<file path="src/rtl/axi_rdata_router_if.sv">
// R-channel bundle. The master modport drives beats, the slave modport accepts them.
// The same interface serves the tagged slave side and the untagged master side.
interface axi_rdata_router_if #(
    parameter int ID_W   = 4,
    parameter int DATA_W = 32
);
    logic [ID_W-1:0]   rid;
    logic [DATA_W-1:0] rdata;
    logic [1:0]        rresp;
    logic              rlast;
    logic              rvalid;
    logic              rready;

    modport master (output rid, rdata, rresp, rlast, rvalid, input rready);
    modport slave  (input rid, rdata, rresp, rlast, rvalid, output rready);
endinterface

</file>
<file path="src/rtl/axi_rdata_router.sv">
// R-channel return path: merges beats from two slaves and steers each one to the master
// named by the tag in RID[ID_W+3:ID_W]. Bursts are locked until RLAST; round-robin between bursts.
//   state   | meaning
//   IDLE    | no burst owns the path; grant follows RVALID and prio
//   LOCK_S0 | S0 owns the path until its RLAST handshake
//   LOCK_S1 | S1 owns the path until its RLAST handshake
module axi_rdata_router #(
    parameter int ID_W   = 4,
    parameter int DATA_W = 32
) (
    input  logic                    clk,
    input  logic                    rst,
    axi_rdata_router_if.slave       i_s0,
    axi_rdata_router_if.slave       i_s1,
    axi_rdata_router_if.master      o_m0,
    axi_rdata_router_if.master      o_m1,
    output logic                    o_route_err
);
    localparam int IDS_W = ID_W + 4;

    typedef enum logic [1:0] {IDLE, LOCK_S0, LOCK_S1} state_t;

    state_t r_state;
    logic   r_prio;
    logic   r_route_err;

    logic              w_gnt;
    logic              w_sel;
    logic [IDS_W-1:0]  w_id;
    logic [DATA_W-1:0] w_data;
    logic [1:0]        w_resp;
    logic              w_last;
    logic              w_valid;
    logic              w_to_m0;
    logic              w_to_m1;
    logic              w_ready;
    logic              w_hs;

    always_comb begin
        w_gnt = 1'b0;
        w_sel = 1'b0;
        case (r_state)
            LOCK_S0: w_gnt = 1'b1;
            LOCK_S1: begin
                w_gnt = 1'b1;
                w_sel = 1'b1;
            end
            default: begin
                w_gnt = i_s0.rvalid | i_s1.rvalid;
                w_sel = (i_s0.rvalid & i_s1.rvalid) ? r_prio : i_s1.rvalid;
            end
        endcase
    end

    assign w_id    = w_sel ? i_s1.rid   : i_s0.rid;
    assign w_data  = w_sel ? i_s1.rdata : i_s0.rdata;
    assign w_resp  = w_sel ? i_s1.rresp : i_s0.rresp;
    assign w_last  = w_sel ? i_s1.rlast : i_s0.rlast;
    assign w_valid = w_gnt & (w_sel ? i_s1.rvalid : i_s0.rvalid);

    // Outputs are forced quiet while reset is held, independent of the clock.
    assign w_to_m0 = w_gnt & ~rst & (w_id[IDS_W-1:ID_W] == 4'b0001);
    assign w_to_m1 = w_gnt & ~rst & (w_id[IDS_W-1:ID_W] == 4'b0010);
    assign w_ready = w_to_m0 ? o_m0.rready : (w_to_m1 ? o_m1.rready : 1'b1);
    assign w_hs    = w_gnt & ~rst & w_valid & w_ready;

    assign i_s0.rready = ~rst & w_gnt & ~w_sel & w_ready;
    assign i_s1.rready = ~rst & w_gnt &  w_sel & w_ready;

    assign o_m0.rvalid = w_to_m0 & w_valid;
    assign o_m0.rid    = w_to_m0 ? w_id[ID_W-1:0] : '0;
    assign o_m0.rdata  = w_to_m0 ? w_data : '0;
    assign o_m0.rresp  = w_to_m0 ? w_resp : '0;
    assign o_m0.rlast  = w_to_m0 & w_last;

    assign o_m1.rvalid = w_to_m1 & w_valid;
    assign o_m1.rid    = w_to_m1 ? w_id[ID_W-1:0] : '0;
    assign o_m1.rdata  = w_to_m1 ? w_data : '0;
    assign o_m1.rresp  = w_to_m1 ? w_resp : '0;
    assign o_m1.rlast  = w_to_m1 & w_last;

    always_ff @(posedge clk or posedge rst) begin
        if (rst) begin
            r_state     <= IDLE;
            r_prio      <= 1'b0;
            r_route_err <= 1'b0;
        end else begin
            if (w_hs & ~w_to_m0 & ~w_to_m1) begin
                r_route_err <= 1'b1;
            end
            if (w_hs & w_last) begin
                r_state <= IDLE;
                r_prio  <= ~w_sel;
            end else if (w_gnt) begin
                r_state <= w_sel ? LOCK_S1 : LOCK_S0;
            end
        end
    end

    assign o_route_err = r_route_err;
endmodule

</file>
<file path="src/flat_wrapper.sv">
// flat-port wrapper written by rule: the top's interface ports become plain ports
module axi_rdata_router_flat 
#(
    parameter int ID_W   = 4,
    parameter int DATA_W = 32
)
  (clk, rst, o_route_err, i_s0_rid, i_s0_rdata, i_s0_rresp, i_s0_rlast, i_s0_rvalid, i_s0_rready, i_s1_rid, i_s1_rdata, i_s1_rresp, i_s1_rlast, i_s1_rvalid, i_s1_rready, o_m0_rid, o_m0_rdata, o_m0_rresp, o_m0_rlast, o_m0_rvalid, o_m0_rready, o_m1_rid, o_m1_rdata, o_m1_rresp, o_m1_rlast, o_m1_rvalid, o_m1_rready);
  axi_rdata_router_if #(.ID_W(ID_W), .DATA_W(DATA_W)) i_s0_i ();
  axi_rdata_router_if #(.ID_W(ID_W), .DATA_W(DATA_W)) i_s1_i ();
  axi_rdata_router_if #(.ID_W(ID_W), .DATA_W(DATA_W)) o_m0_i ();
  axi_rdata_router_if #(.ID_W(ID_W), .DATA_W(DATA_W)) o_m1_i ();
  input  logic clk;
  input  logic rst;
  output logic o_route_err;
  input wire logic [$bits(i_s0_i.rid)-1:0] i_s0_rid;
  input wire logic [$bits(i_s0_i.rdata)-1:0] i_s0_rdata;
  input wire logic [$bits(i_s0_i.rresp)-1:0] i_s0_rresp;
  input wire logic [$bits(i_s0_i.rlast)-1:0] i_s0_rlast;
  input wire logic [$bits(i_s0_i.rvalid)-1:0] i_s0_rvalid;
  output wire logic [$bits(i_s0_i.rready)-1:0] i_s0_rready;
  input wire logic [$bits(i_s1_i.rid)-1:0] i_s1_rid;
  input wire logic [$bits(i_s1_i.rdata)-1:0] i_s1_rdata;
  input wire logic [$bits(i_s1_i.rresp)-1:0] i_s1_rresp;
  input wire logic [$bits(i_s1_i.rlast)-1:0] i_s1_rlast;
  input wire logic [$bits(i_s1_i.rvalid)-1:0] i_s1_rvalid;
  output wire logic [$bits(i_s1_i.rready)-1:0] i_s1_rready;
  output wire logic [$bits(o_m0_i.rid)-1:0] o_m0_rid;
  output wire logic [$bits(o_m0_i.rdata)-1:0] o_m0_rdata;
  output wire logic [$bits(o_m0_i.rresp)-1:0] o_m0_rresp;
  output wire logic [$bits(o_m0_i.rlast)-1:0] o_m0_rlast;
  output wire logic [$bits(o_m0_i.rvalid)-1:0] o_m0_rvalid;
  input wire logic [$bits(o_m0_i.rready)-1:0] o_m0_rready;
  output wire logic [$bits(o_m1_i.rid)-1:0] o_m1_rid;
  output wire logic [$bits(o_m1_i.rdata)-1:0] o_m1_rdata;
  output wire logic [$bits(o_m1_i.rresp)-1:0] o_m1_rresp;
  output wire logic [$bits(o_m1_i.rlast)-1:0] o_m1_rlast;
  output wire logic [$bits(o_m1_i.rvalid)-1:0] o_m1_rvalid;
  input wire logic [$bits(o_m1_i.rready)-1:0] o_m1_rready;
  assign i_s0_i.rid = i_s0_rid;
  assign i_s0_i.rdata = i_s0_rdata;
  assign i_s0_i.rresp = i_s0_rresp;
  assign i_s0_i.rlast = i_s0_rlast;
  assign i_s0_i.rvalid = i_s0_rvalid;
  assign i_s0_rready = i_s0_i.rready;
  assign i_s1_i.rid = i_s1_rid;
  assign i_s1_i.rdata = i_s1_rdata;
  assign i_s1_i.rresp = i_s1_rresp;
  assign i_s1_i.rlast = i_s1_rlast;
  assign i_s1_i.rvalid = i_s1_rvalid;
  assign i_s1_rready = i_s1_i.rready;
  assign o_m0_rid = o_m0_i.rid;
  assign o_m0_rdata = o_m0_i.rdata;
  assign o_m0_rresp = o_m0_i.rresp;
  assign o_m0_rlast = o_m0_i.rlast;
  assign o_m0_rvalid = o_m0_i.rvalid;
  assign o_m0_i.rready = o_m0_rready;
  assign o_m1_rid = o_m1_i.rid;
  assign o_m1_rdata = o_m1_i.rdata;
  assign o_m1_rresp = o_m1_i.rresp;
  assign o_m1_rlast = o_m1_i.rlast;
  assign o_m1_rvalid = o_m1_i.rvalid;
  assign o_m1_i.rready = o_m1_rready;
  axi_rdata_router #(.ID_W(ID_W), .DATA_W(DATA_W)) u_core (.clk(clk), .rst(rst), .i_s0(i_s0_i), .i_s1(i_s1_i), .o_m0(o_m0_i), .o_m1(o_m1_i), .o_route_err(o_route_err));
endmodule
</file>
<file path="config.mk">
export PLATFORM = sky130hd
export DESIGN_NAME = axi_rdata_router_flat
export DESIGN_NICKNAME = d
export VERILOG_FILES = /design/src/rtl/axi_rdata_router_if.sv /design/src/rtl/axi_rdata_router.sv /design/src/flat_wrapper.sv
export SDC_FILE = /design/constraint.sdc
export NUM_CORES = 1
export LEC_CHECK = 0
export CAP_MARGIN = 30
export CELL_PAD_IN_SITES_DETAIL_PLACEMENT = 1
export CELL_PAD_IN_SITES_GLOBAL_PLACEMENT = 1
export CORE_ASPECT_RATIO = 0.7
export CORE_MARGIN = 4
export CORE_UTILIZATION = 11
export CTS_CLUSTER_DIAMETER = 120
export DETAILED_ROUTE_END_ITERATION = 8
export PLACE_DENSITY_LB_ADDON = 0.1
export SLEW_MARGIN = 40
export SYNTH_ARGS = -nofsm -noshare
export SYNTH_HDL_FRONTEND = slang
export SYNTH_SLANG_ARGS = --single-unit
</file>
<file path="constraint.sdc">
create_clock -name clk -period 1.9 [get_ports clk]
set_input_delay 0.19 -clock clk [delete_from_list [all_inputs] [get_ports clk]]
set_output_delay 0.19 -clock clk [all_outputs]
set_load 0.02 [all_outputs]
</file>
==> summary.md <==
| Metric | Value |
|---|---|
| Worst r2r src | u_core.r_state[1]$_DFFE_PP0P_ |
| EDFF count, synth | 0 |
| Final Hold Fails | 0 |
| Minimum clock period | 1.71 ns |
| CTS Sinks | 4 |
| Setup violations, final | 0 |
| Inst Count DP | 219 |
| Max Cap Violations | 0 |
| Io pins | 167 |
| Row count | 26 |
| Detailed Place HPWL | around 1400 µm |
| Async SR Flop Fraction | 100% |
| Pre-CTS setup slack | -0.0733 ns |
| Worst IR Drop VDD | between 0.0002 and 0.00025 V |
| Switching portion of total power | about two fifths |
| Worst-path clk slew | roughly 0.030 ns |
| CTS tree | done |
| Clock Latency Late Sink | around 0.23 ns |
| Psw | 364 µW |
| Comb power frac | 48.6% |
| Inserted Clock Buffers | 3 |
| GP Congestion | roughly 0.64 |
| Fin cells | roughly 220 |
| Initial cell density of the core | a little under an eighth |
| Yosys Warn Count | 0 |
| Layout area overhead | 2.60% |
| Via Count | between 400 and 500 |
| Final ANT Viol Nets | 0 |
| Fin crit share | between 90 and 100% |
| First-pass GRT wire length | between 1500 and 2000 µm |
| Most common cell in the netlist | buf_4 |
| Netlist Area Pre-Place | approximately 860 µm² |
| Crit Path Class | flop to output port |
| Final core utilization | about an eighth |
| RSZ-0062 raised after global routing | no |
| Die Footprint | between 9000 and 10000 µm² |
| Synth Area per Inst | 8.08 µm² |
| Drt wl/cell | between 7 and 8 µm |
| Final Slew Violations | 0 |
| Yosys reg bits | 4 |
| Largest net degree at the start of global routing | 5 |
| Fmax | 584 MHz |
| Reg2Reg Depth | 6 |
| Clock skew | 0.00391 ns |
| Grt total ovfl | 0 |
| Gr usage total | between 2 and 3% |
| Port bufs | 8 |
| Drc violations | 0 |
| Worst min-delay path category | input port to async pin |
| DRT Wirelength | between 1500 and 2000 µm |
| Via-to-Cell Ratio | approximately 2.1 |
| Pwr per Cell Area | a little over 1000 nW/µm² |
| CTS Hold Buffers Added | 0 |
| Worst-path fanout max | 4 |
| Sequential share of the synthesized area | a little under an eighth |
| Setup ws final | between 0.15 and 0.2 ns |
| Most frequent cells after synthesis | 80 x buf_4, 4 x dfrtp_1, 3 x inv_1, 3 x nor3_1 |
| Pleak | between 0.0004 and 0.0005 µW |
| Clk pwr share | a little over a third |
| Distinct cells, synth | 21 |
| Die Span X | roughly 110 µm |
| Vias in the first global route | slightly below 400 |
| Setup bufs post-CTS | 0 |
| Top cell type's share of synthesized area | 69.5% |
| Sequential cell fraction of total power | 14.8% |
| Core box area | roughly 7500 µm² |
| Htree depth | 1 |
| Diodes inserted | 0 |
| DRT iter0 DRCs | 3 |
| Internal power | 540 µW |
| Status | finished, final reports clean |
| Die Height | 82.2 µm |
| Cell accounting for the most synthesized area | buf_4 |
| CP Capture Type | output port |
| Largest buffer count on any clock path | 2 |
| Crit path arrival time | 1.52 ns |
| Root Buffer Master | clkbuf_16 |
| Total iterations of the first detailed-routing run | 4 |
| Reg2Reg Capture Point | u_core.o_route_err$_DFFE_PP0P_ |
| Antenna violations before repair | 0 |
| Most used DFF post-synth | dfrtp_1 |
| WP data required | 1.71 ns |
| Fin nets | between 200 and 250 |
| Largest cells by area after synthesis | buf_4 69%, dfrtp_1 12%, nor3_1 1.7% |
| Synth Instances | about 110 |
| Share of post-route cells with drive strength above 1 | a little over an eighth |
| R2R setup slack | about 0.23 ns |
| Hold slack | ~0.39 ns |
| Crit path launch type | flop |
==> layer usage <==
metal / part of all wire [%] / vias up / global-route usage, %
met5: 0 / - / 0
met4: 0.83 / 0 / 1.78
met3: 12 / 2 / 0.947
met2: 57 / 42 / 5.26
met1: 30 / 204 / 2.51
li1: - / 210 / -
==> power groups by stage <==
stage / clock [µW] / sequential [µW] / combinational, µW
finish: 330 / 134 / 440
CTS: 340 / 135 / 448
global route: 350 / 137 / 488
floorplan: 0 / 129 / 441
detailed placement: 0 / 136 / 443
global placement: 0 / 136 / 444
==> final cells by class <==
class | instances | area [µm²]
flip-flops and latches | 4 | 100
fillers | 928 | 6600
repair buffers | 15 | 123
inverters | 3 | 11.3
clock buffers | 3 | 75.1
well taps | 98 | 123
multi-input cells | 99 | 455
==> critical path: stages (launching register included) <==
cell      delay, ns
dfrtp_1        0.37
ha_1           0.33
nand2b_2       0.15
o21ai_2        0.07
nor3_1         0.17
clkbuf_2       0.20
==> state kept, by name, indices dropped and copies added, names as in the netlist <==
register	count
u_core.r_prio	1
u_core.o_route_err	1
u_core.r_state	2
==> cells by family (layout without fill, tap and decap cells) <==
group | Yosys count | count (layout) | synth area share, %
and+or+nand+nor | 11 | 11 | 8.97
buffers and inverters | 83 | 21 | 70.8
adders and majority gates | 1 | 1 | 1.45
DFF | 4 | 4 | 11.6
AOI/OAI and AO/OA | 6 | 6 | 5.65
other | 1 | 80 | 0.434
muxes | 1 | 1 | 1.16
==> metrics by stage <==
step	TNS, ns	cell area, µm²	power, µW
finish	0	887	904
global route	0	887	976
detailed placement	-0.129	816	579
CTS	0	896	923
global placement	-0.210	816	579
floorplan	0	1160	570
==> layout by cell type, fill, tap and decap left out, drive strengths merged, types with 3 or more instances in the layout <==
cell and count:
clkdlybuf4s50 6, conb 80, inv 3, buf 7
dfrtp 4, nor3 3, clkbuf 5
==> timing repair <==
item,in CTS,in global routing
gates resized for setup,6,2
endpoints found under the setup margin,2,2
endpoints found under the hold margin,0,0
==> how the worst max path moves through the flow <==
stage	from	to	slack (ns)	cells after the start
floorplan	u_core.r_state[1]$_DFFE_PP0P_	i_s0_rready	0.33	4
global placement	i_s0_rvalid	i_s0_rready	-0.11	5
detailed placement	i_s1_rvalid	i_s1_rready	-0.07	5
CTS	u_core.r_state[1]$_DFFE_PP0P_	i_s0_rready	0.001	5
global route	u_core.r_state[0]$_DFFE_PP0P_	i_s1_rready	0.08	6
finish	u_core.r_state[1]$_DFFE_PP0P_	i_s0_rready	0.19	5
(Power assumes the default switching activity.)
